## src/rtl/id_ex_stage.sv

```systemverilog
// ID/EX pipeline register feeding the EX-stage ALU: operand forwarding, load-use
// bubbles and a bubble counter. Optional macro IDEX_FWD_EN enables EX/MEM and MEM/WB forwarding.
module id_ex_stage #(
    parameter int ALUOP_W = 5,
    parameter int CNT_W   = 32
) (
    input  logic               clk,
    input  logic               rstn,
    input  logic               id_valid,
    input  logic [4:0]         id_rs,
    input  logic [4:0]         id_rt,
    input  logic [4:0]         id_rd,
    input  logic [31:0]        id_rs_data,
    input  logic [31:0]        id_rt_data,
    input  logic [31:0]        id_imm,
    input  logic [ALUOP_W-1:0] id_aluop,
    input  logic               id_alusrc,
    input  logic               id_regwrite,
    input  logic               id_memread,
    input  logic               id_memwrite,
    input  logic               exmem_regwrite,
    input  logic [4:0]         exmem_rd,
    input  logic [31:0]        exmem_result,
    input  logic               memwb_regwrite,
    input  logic [4:0]         memwb_rd,
    input  logic [31:0]        memwb_result,
    input  logic               ext_hold,
    input  logic               flush,
    output logic               id_stall,
    output logic               ex_valid,
    output logic [31:0]        alu_a,
    output logic [31:0]        alu_b,
    output logic [ALUOP_W-1:0] alu_op,
    output logic [31:0]        ex_store_data,
    output logic [4:0]         ex_rd,
    output logic               ex_regwrite,
    output logic               ex_memread,
    output logic               ex_memwrite,
    output logic [CNT_W-1:0]   bubble_cnt
);

    // Handshake: ID offers an instruction with id_valid=1 and must keep presenting it
    // unchanged while id_stall=1; it is consumed at the first edge with id_stall=0.

    logic               valid_q, valid_d;
    logic [4:0]         rs_q, rs_d, rt_q, rt_d, rd_q, rd_d;
    logic [31:0]        rs_data_q, rs_data_d, rt_data_q, rt_data_d, imm_q, imm_d;
    logic [ALUOP_W-1:0] aluop_q, aluop_d;
    logic               alusrc_q, alusrc_d;
    logic               regwrite_q, regwrite_d;
    logic               memread_q, memread_d;
    logic               memwrite_q, memwrite_d;
    logic [CNT_W-1:0]   bubble_q, bubble_d;

    logic hz;
    logic hz_load_use;
    logic rt_used;
    logic [31:0] fwd_rs, fwd_rt;

    assign ex_valid    = valid_q;
    assign ex_regwrite = valid_q & regwrite_q;
    assign ex_memread  = valid_q & memread_q;
    assign ex_memwrite = valid_q & memwrite_q;
    assign alu_op      = aluop_q;
    assign ex_rd       = rd_q;
    assign bubble_cnt  = bubble_q;

    // rt is a real source for R-type ops and for stores (store data), not for plain I-type.
    assign rt_used = ~id_alusrc | id_memwrite;

    assign hz_load_use = ex_memread & (rd_q != 5'd0) & id_valid &
                         ((rd_q == id_rs) | ((rd_q == id_rt) & rt_used));

`ifdef IDEX_FWD_EN
    function automatic logic [31:0] fwd_sel(
        input logic [4:0]  s,
        input logic [31:0] reg_data,
        input logic        em_we,
        input logic [4:0]  em_rd,
        input logic [31:0] em_res,
        input logic        mw_we,
        input logic [4:0]  mw_rd,
        input logic [31:0] mw_res
    );
        logic [31:0] r;
        r = reg_data;
        if (s != 5'd0) begin
            if (em_we && em_rd == s)      r = em_res;
            else if (mw_we && mw_rd == s) r = mw_res;
        end
        return r;
    endfunction

    always_comb begin
        fwd_rs = fwd_sel(rs_q, rs_data_q, exmem_regwrite, exmem_rd, exmem_result,
                         memwb_regwrite, memwb_rd, memwb_result);
        fwd_rt = fwd_sel(rt_q, rt_data_q, exmem_regwrite, exmem_rd, exmem_result,
                         memwb_regwrite, memwb_rd, memwb_result);
    end

    assign hz = hz_load_use;
`else
    logic rs_dep, rt_dep;
    logic unused_nofwd;

    // Without forwarding, wait until the producer has left EX/MEM; the register file
    // is write-through so a producer in MEM/WB is already visible.
    always_comb begin
        rs_dep = (id_rs != 5'd0) &
                 ((ex_regwrite & (rd_q == id_rs)) | (exmem_regwrite & (exmem_rd == id_rs)));
        rt_dep = rt_used & (id_rt != 5'd0) &
                 ((ex_regwrite & (rd_q == id_rt)) | (exmem_regwrite & (exmem_rd == id_rt)));
    end

    assign hz           = hz_load_use | (id_valid & (rs_dep | rt_dep));
    assign fwd_rs       = rs_data_q;
    assign fwd_rt       = rt_data_q;
    assign unused_nofwd = ^{rs_q, rt_q, exmem_result, memwb_regwrite, memwb_rd, memwb_result};
`endif

    assign id_stall      = hz | ext_hold;
    assign alu_a         = fwd_rs;
    assign alu_b         = alusrc_q ? imm_q : fwd_rt;
    assign ex_store_data = fwd_rt;

    always_comb begin
        valid_d    = valid_q;
        rs_d       = rs_q;
        rt_d       = rt_q;
        rd_d       = rd_q;
        rs_data_d  = rs_data_q;
        rt_data_d  = rt_data_q;
        imm_d      = imm_q;
        aluop_d    = aluop_q;
        alusrc_d   = alusrc_q;
        regwrite_d = regwrite_q;
        memread_d  = memread_q;
        memwrite_d = memwrite_q;
        bubble_d   = bubble_q;
        if (ext_hold) begin
            valid_d = valid_q;
        end else if (flush) begin
            valid_d = 1'b0;
        end else if (hz) begin
            valid_d  = 1'b0;
            bubble_d = bubble_q + CNT_W'(1);
        end else begin
            valid_d    = id_valid;
            rs_d       = id_rs;
            rt_d       = id_rt;
            rd_d       = id_rd;
            rs_data_d  = id_rs_data;
            rt_data_d  = id_rt_data;
            imm_d      = id_imm;
            aluop_d    = id_aluop;
            alusrc_d   = id_alusrc;
            regwrite_d = id_regwrite;
            memread_d  = id_memread;
            memwrite_d = id_memwrite;
        end
    end

    always_ff @(posedge clk) begin
        if (!rstn) begin
            valid_q    <= 1'b0;
            rs_q       <= '0;
            rt_q       <= '0;
            rd_q       <= '0;
            rs_data_q  <= '0;
            rt_data_q  <= '0;
            imm_q      <= '0;
            aluop_q    <= '0;
            alusrc_q   <= 1'b0;
            regwrite_q <= 1'b0;
            memread_q  <= 1'b0;
            memwrite_q <= 1'b0;
            bubble_q   <= '0;
        end else begin
            valid_q    <= valid_d;
            rs_q       <= rs_d;
            rt_q       <= rt_d;
            rd_q       <= rd_d;
            rs_data_q  <= rs_data_d;
            rt_data_q  <= rt_data_d;
            imm_q      <= imm_d;
            aluop_q    <= aluop_d;
            alusrc_q   <= alusrc_d;
            regwrite_q <= regwrite_d;
            memread_q  <= memread_d;
            memwrite_q <= memwrite_d;
            bubble_q   <= bubble_d;
        end
    end

endmodule

```

## config.mk

```make
export PLATFORM = sky130hd
export DESIGN_NAME = id_ex_stage
export DESIGN_NICKNAME = d
export VERILOG_FILES = /design/src/rtl/id_ex_stage.sv
export SDC_FILE = /design/constraint.sdc
export NUM_CORES = 1
export LEC_CHECK = 0
export CORE_AREA = 4 4 133 135
export CTS_BUF_LIST = sky130_fd_sc_hd__clkbuf_2
export CTS_CLUSTER_DIAMETER = 80
export CTS_CLUSTER_SIZE = 16
export DETAILED_ROUTE_END_ITERATION = 10
export DIE_AREA = 0 0 137 139
export PLACE_DENSITY = 0.78
export SLEW_MARGIN = 25
export SYNTH_ARGS = -nofsm -noshare
export SYNTH_HDL_FRONTEND = slang
export SYNTH_SLANG_ARGS = --single-unit
```

## constraint.sdc

```tcl
create_clock -name clk -period 4 [get_ports clk]
set_input_delay 1.2 -clock clk [delete_from_list [all_inputs] [get_ports clk]]
set_output_delay 1.2 -clock clk [all_outputs]
set_load 0.02 [all_outputs]
```

==> results of run 1 <==
cells in the mapped netlist (8+ instances only):
master    count  area (um2)
buf_4        10        75.1
or4_1        11        82.6
inv_1         9        33.8
nand4_1      10        62.6
a21oi_1     138         691
nor2_1       13        48.8
dfxtp_1     143        2860
xor2_1       10        87.6
o21ai_0      18        90.1
xnor2_1      13         114
nand3_1      13        65.1
and3_1        8        50.1
or3_1        17         106
nand2_1     235         882
o31ai_1       8        60.1
mux2_2       32         360
clkbuf_1     33         124
metal layers:
| metal | share of wire | GRT usage | routed length, um | vias to the layer above |
|---|---|---|---|---|
| met5 | 0 | 0 | 0 | - |
| met4 | 0.022 | 0.0667 | 426 | 0 |
| met3 | 0.086 | 0.0860 | 1690 | 26 |
| met2 | 0.49 | 0.349 | 9740 | 203 |
| met1 | 0.40 | 0.222 | 7830 | 2878 |
| li1 | - | - | - | 3132 |
worst min-delay path, delay by kind of cell (launching register included):
family / cells / cell delay [ns]
DFF: 1 / 0.35
and+or+nand+nor: 1 / 0.05
AOI/OAI and AO/OA: 1 / 0.05
flip-flops by register name, summed over array words and instances, names as in the netlist:
register	flops
alu_a	32
bubble_cnt	32
ex_store_data	32
imm_q	32
alu_op	5
ex_rd	5
alusrc_q	1
ex_valid	1
memread_q	1
memwrite_q	1
regwrite_q	1
worst min-delay path by stage:
stage / cells past startpoint / slack (ns) / endpoint
detailed placement: 2 / 0.44 / memwrite_q
finish: 2 / 0.47 / imm_q[1]
global placement: 2 / 0.44 / memwrite_q
CTS: 2 / 0.47 / memwrite_q
global route: 2 / 0.48 / imm_q[11]
floorplan: 2 / 0.43 / memwrite_q
what timing repair did:
action	4_1_cts	5_1_grt
setup endpoints to repair	1	1
setup buffers	2	0
pin swaps	6	4
gates resized for setup	48	4
area by class of cell:
class                      instances  area [um2]
tap                              220         275
timing repair buffer             302        3000
sequential                       143        2860
antenna                            3        7.51
inverter                          10        40.0
clock inverter                    15         169
clock buffer                      17        85.1
multi-input combinational        558        3040
fill                            1469        6990
cells by family (layout without fill, tap and decap cells):
logic type,after synthesis,count (layout),synth area share
and+or+nand+nor,322,322,0.230
AOI/OAI and AO/OA,179,179,0.165
other,0,3,0
xor gates and xnor gates,23,23,0.0328
adders and majority gates,1,1,0.00204
muxes,33,33,0.0603
DFF,143,143,0.466
buffers and inverters,58,344,0.0446
through the flow:
stage	utilization	instances	cell area (um2)	setup TNS, ns	setup slack, ns
global route	0.576	1268	9480	-0.0306	-0.0306
global placement	0.559	1231	9200	-0.747	-0.747
floorplan	-	759	6140	0	0.144
detailed placement	0.559	1231	9200	-0.741	-0.741
finish	0.576	1268	9480	-0.00871	-0.00871
CTS	0.575	1265	9470	0	0.00243
power by group through the flow:
stage	Sequential (W)	Combinational (W)	Clock, W
5_1_grt	0.00152	0.000561	0.000989
3_5_place_dp	0.00154	0.000525	0
3_3_place_gp	0.00154	0.000522	0
6_report	0.00151	0.000522	0.000902
2_1_floorplan	0.00158	0.000188	0
4_1_cts	0.00151	0.000525	0.000935
==> metrics.md, run 1 <==
| Metric | Value |
|---|---|
| Maximum vdd drop | `0.000196 V` |
| Die area | `0.0190 mm2` |
| First-pass GRT wire length | `30800 um` |
| Max-Cap Viols | `0` |
| Chip height | `139 um` |
| Slowest cell delay on critical path | `0.48 ns` |
| Status | `complete, but fails checks` |
| First-pass DRT Iterations | `6` |
| Comb pwr share | `0.178` |
| TritonCTS clock tree | `done` |
| Routed WL | `19700 um` |
| FF-to-FF path depth | `7` |
| Required time of the critical path | `2.80 ns` |
| Layout Nets | `1234` |
| Number of synthesized flops with an enable pin | `0` |
| Crit Reg-Reg Startpoint | `bubble_cnt[3]` |
| 1st-iter DRT viols | `345` |
| Clock Sinks | `143` |
| Min-delay src | `imm_q[1]` |
| Synth Cell Area | `0.00614 mm2` |
| Power Internal | `0.00210 W` |
| IO Port Bufs | `273` |
| # hold bufs at CTS | `0` |
| I/O Pins | `344` |
| WL per Instance | `15.5 um` |
| Flop and latch count out of synthesis | `143` |
| Tmin final | `4.01 ns` |
| Initial antenna violation count | `3` |
| Final period util | `1.00` |
| DRC | `0` |
| Pins Over Slew Limit | `0` |
| Vias/cell | `4.92` |
| RSZ-0062 raised after global routing | `true` |
| Site Rows | `47` |
| Arrival @ worst endpoint | `2.81 ns` |
| Worst Setup Start Kind | `input pin` |
| Worst R2R End | `bubble_cnt[31]` |
| Total CTS buffers | `17` |
| Crit path kind | `input pin to output port` |
| Die width | `137 um` |
| CP Capture Point | `id_stall` |
| Number of standard cells after synthesis | `759` |
| Final ANT Viol Nets | `0` |
| Initial core utilization | `0.373` |
| WP buf/inv | `2` |
| P_leak | `3.38 nW` |
| Post-synth cell types | `45` |
| Remaining Overflow, GRT | `0` |
| Core Box Area | `0.0165 mm2` |
| CP max stage cell | `or4_4` |
| Total track usage | `0.202` |
| CTS H-Tree Depth | `4` |
| Area grow syn2layout | `54.3%` |
| Placed wire-length estimate | `14200 um` |
| Hold WS | `0.467 ns` |
| Hold crit path type | `flip-flop to flip-flop` |
| Failing checks | `setup timing` |
| Gpl congestion | `0.812` |
| Post-layout power | `0.00294 W` |
| Fraction of layout cells with a size suffix above 1 | `0.112` |
| Worst setup margin | `-0.00871 ns` |
| Root Buffer | `clkbuf_2` |
| Clock Skews | `0.0325 ns` |
| Top_reg_cell synth | `dfxtp_1` |
| Register area share after synthesis | `0.466` |
| Slew HR | `0.601` |
| Reg2reg setup slack | `1.33 ns` |
| Crit path cell chain | `clkdlybuf4s15_1 -> or4_1 -> o21ai_2 -> o21ba_4 -> or4_4 -> buf_6` |
| Clock buffer depth | `2` |
| Vias in the first global route | `6071` |
| Reg power frac | `0.515` |
| Mapped Avg Cell Area | `8.09 um2` |
| Async set-reset flop share out of synthesis | `0` |
| Delay-heaviest family, CP | `simple AND/OR/NAND/NOR gates` |
| Psw | `0.000833 W` |
| Net Count, Synth | `961` |
| Yosys warns | `0` |
| Total number of vias | `6239` |
| Clk slew on worst S/H paths | `0.19 ns` |
| CP endpoint kind | `output port` |
| Switching share of power | `0.284` |
| Clock Latency Late Sink | `0.70 ns` |
| Clock share of power | `0.307` |
| Most common cell after layout, fill and taps aside | `clkdlybuf4s50_1` |
| F_max | `0.249 GHz` |
| CP Launch Point | `id_rs[3]` |
| Final setup fails | `1` |
| Levels on crit path | `6` |
| Least-Margin Pin Slew | `0.599 ns` |
| Most frequent cells in the layout | `255 x clkdlybuf4s50_1, 235 x nand2_1, 143 x dfxtp_1` |
| Largest net degree at the start of global routing | `71` |
| Cell Pwr Density | `310 mW/mm2` |
| Crit Path Max Fanout | `2` |
| Fin. Hold Viols | `0` |
(Power assumes the default switching activity.)
==> run 2: changes to the inputs <==
CELL_PAD_IN_SITES_DETAIL_PLACEMENT = 1   (was unset)
CELL_PAD_IN_SITES_GLOBAL_PLACEMENT = 1   (was unset)
CORE_AREA = unset   (was 4 4 133 135)
CORE_MARGIN = 4   (was unset)
CORE_UTILIZATION = 27   (was unset)
DIE_AREA = unset   (was 0 0 137 139)
PLACE_DENSITY = unset   (was 0.78)
PLACE_DENSITY_LB_ADDON = 0.1   (was unset)
==> metrics.md, run 2 (synthesis gave the netlist of run 1 again) <==
| Metric | Value |
|---|---|
| Crit Reg-Reg Startpoint | `bubble_cnt[3]` |
| CP max stage cell | `or4_4` |
| WL per Instance | `17.2 um (+11%)` |
| Final period util | `0.989 (-0.0130)` |
| F_max | `0.253 GHz (+1.3%)` |
| Least-Margin Pin Slew | `0.612 ns (+0.0129 ns)` |
| Most frequent cells in the layout | `255 x clkdlybuf4s50_1, 235 x nand2_1, 142 x dfxtp_1` |
| Cell Pwr Density | `308 mW/mm2 (-0.54%)` |
| Switching share of power | `0.302 (+0.0182)` |
| Core Box Area | `0.0221 mm2 (+34%)` |
| CP endpoint kind | `output port` |
| Total number of vias | `6274 (+0.56%)` |
| Hold Path End | `imm_q[31]` |
| Vias in the first global route | `6541 (+7.7%)` |
| Clk slew on worst S/H paths | `0.20 ns (about the same)` |
| 1st-iter DRT viols | `203 (-41%)` |
| Final setup fails | `0 (-1)` |
| Fraction of layout cells with a size suffix above 1 | `0.120 (+0.00766)` |
| Min-delay src | `imm_q[31]` |
| Chip height | `159 um (+14%)` |
| Clock share of power | `0.306 (about the same)` |
| IO Port Bufs | `273 (unchanged)` |
| Post-layout power | `0.00296 W (+0.79%)` |
| First-pass DRT Iterations | `4 (-2)` |
| Site Rows | `54 (+15%)` |
| Initial antenna violation count | `3 (unchanged)` |
| Clock Latency Late Sink | `0.72 ns (+0.02 ns)` |
| First-pass GRT wire length | `36300 um (+18%)` |
| Max-Cap Viols | `0 (unchanged)` |
| Die width | `159 um (+16%)` |
| TritonCTS clock tree | `done` |
| Fin. Hold Viols | `0 (unchanged)` |
| Clock buffer depth | `2 (unchanged)` |
| # hold bufs at CTS | `0 (unchanged)` |
| Area grow syn2layout | `56.4%` |
| P_leak | `3.40 nW (+0.56%)` |
| Crit path cell chain | `buf_6 -> or4_4 -> o21ai_2 -> o21ba_4 -> or4_4 -> buf_6` |
| Psw | `0.000893 W (+7.3%)` |
| DRC | `0 (unchanged)` |
| Root Buffer | `clkbuf_2` |
| Slowest cell delay on critical path | `0.53 ns (+0.05 ns)` |
| Reg power frac | `0.512 (-0.003)` |
| Delay-heaviest family, CP | `simple AND/OR/NAND/NOR gates` |
| Placed wire-length estimate | `16500 um (+16%)` |
| Vias/cell | `4.73 (-3.8%)` |
| Hold WS | `0.468 ns (+0.00111 ns)` |
| FF-to-FF path depth | `7 (unchanged)` |
| Worst Setup Start Kind | `input pin` |
| Total track usage | `0.177 (-0.0250)` |
| Clock Skews | `0.0484 ns (+0.0159 ns)` |
| Maximum vdd drop | `0.000159 V (-19%)` |
| Required time of the critical path | `2.80 ns (about the same)` |
| Largest net degree at the start of global routing | `72 (+1.4%)` |
| Pins Over Slew Limit | `0 (unchanged)` |
| Slew HR | `0.591 (-0.00992)` |
| Initial core utilization | `0.278 (-0.0950)` |
| Reg2reg setup slack | `1.21 ns (-0.12 ns)` |
| Crit Path Max Fanout | `2 (unchanged)` |
| Layout Nets | `1234 (unchanged)` |
| Clock Sinks | `143 (unchanged)` |
| Tmin final | `3.96 ns (-0.0520 ns)` |
| Gpl congestion | `0.815 (+0.42%)` |
| Routed WL | `22800 um (+16%)` |
| Arrival @ worst endpoint | `2.76 ns (-0.05 ns)` |
| Final ANT Viol Nets | `0 (unchanged)` |
| CTS H-Tree Depth | `4 (unchanged)` |
| Hold crit path type | `flip-flop to flip-flop` |
| WP buf/inv | `2 (unchanged)` |
| Remaining Overflow, GRT | `0 (unchanged)` |
| I/O Pins | `344 (unchanged)` |
| Worst R2R End | `bubble_cnt[30]` |
| RSZ-0062 raised after global routing | `false` |
| Post-CTS Setup Bufs | `0 (-2)` |
| Total CTS buffers | `17 (unchanged)` |
| Die area | `0.0252 mm2 (+32%)` |
| Most common cell after layout, fill and taps aside | `clkdlybuf4s50_1` |
| Comb pwr share | `0.182 (+0.004)` |
| Power Internal | `0.00207 W (-1.8%)` |
| Status | `completed` |
| WHS Path Cells | `2 (unchanged)` |
| Crit path kind | `input pin to output port` |
-- run 2: worst max path at each step --
stage	startpoint	endpoint	slack (ns)	depth (start not counted)
6_report	id_rs[3]	id_stall	0.04	6
5_1_grt	id_rs[3]	id_stall	0.006	6
4_1_cts	id_rs[0]	id_stall	0.0007	6
3_5_place_dp	id_rt[1]	id_stall	-0.82	6
3_3_place_gp	id_rt[1]	id_stall	-0.83	6
2_1_floorplan	id_rt[1]	id_stall	0.14	4
-- run 2: metal layers --
layer / GRT usage / up-vias / part of all wire
li1: - / 3121 / -
met1: 0.210 / 2964 / 0.43
met2: 0.302 / 168 / 0.48
met3: 0.0752 / 17 / 0.084
met4: 0.0379 / 4 / 0.0085
met5: 0 / - / 0.0011
-- run 2: what timing repair did --
action                                  in CTS  in global routing
gates resized for setup                     54                  8
pin swaps                                    7                  4
endpoints found under the setup margin       1                  1
-- run 2: final cells by class --
type / count / area [um2]
well taps: 280 / 350
clock inverters: 14 / 158
clock buffers: 18 / 90.1
fillers: 2604 / 12500
repair buffers: 302 / 3040
flip-flops and latches: 143 / 2860
multi-input cells: 558 / 3060
inverters: 10 / 40.0
diodes: 1 / 2.50
-- run 2: power groups by stage --
stage | Sequential, W | Combinational, W | Clock (W)
after global placement | 0.00154 | 0.000542 | 0
after detailed placement | 0.00154 | 0.000543 | 0
after floorplan | 0.00158 | 0.000188 | 0
after CTS | 0.00152 | 0.000544 | 0.000956
final | 0.00152 | 0.000538 | 0.000907
after global routing | 0.00153 | 0.000582 | 0.00102
-- run 2: tightest hold or removal path: cells and delay by family (launching register included) --
| family | cells | cell delay [ns] |
|---|---|---|
| flops | 1 | 0.35 |
| simple gates | 1 | 0.05 |
| compound gates | 1 | 0.05 |
-- run 2: metrics by stage --
stage | area [um2] | std cells | setup slack [ns] | TNS, ns | util
2_1_floorplan | 6140 | 759 | 0.144 | 0 | -
3_3_place_gp | 9330 | 1293 | -0.826 | -0.826 | 0.422
3_5_place_dp | 9330 | 1293 | -0.822 | -0.822 | 0.422
4_1_cts | 9580 | 1325 | 0.000656 | 0 | 0.434
5_1_grt | 9610 | 1326 | 0.00638 | 0 | 0.435
6_report | 9610 | 1326 | 0.0433 | 0 | 0.435
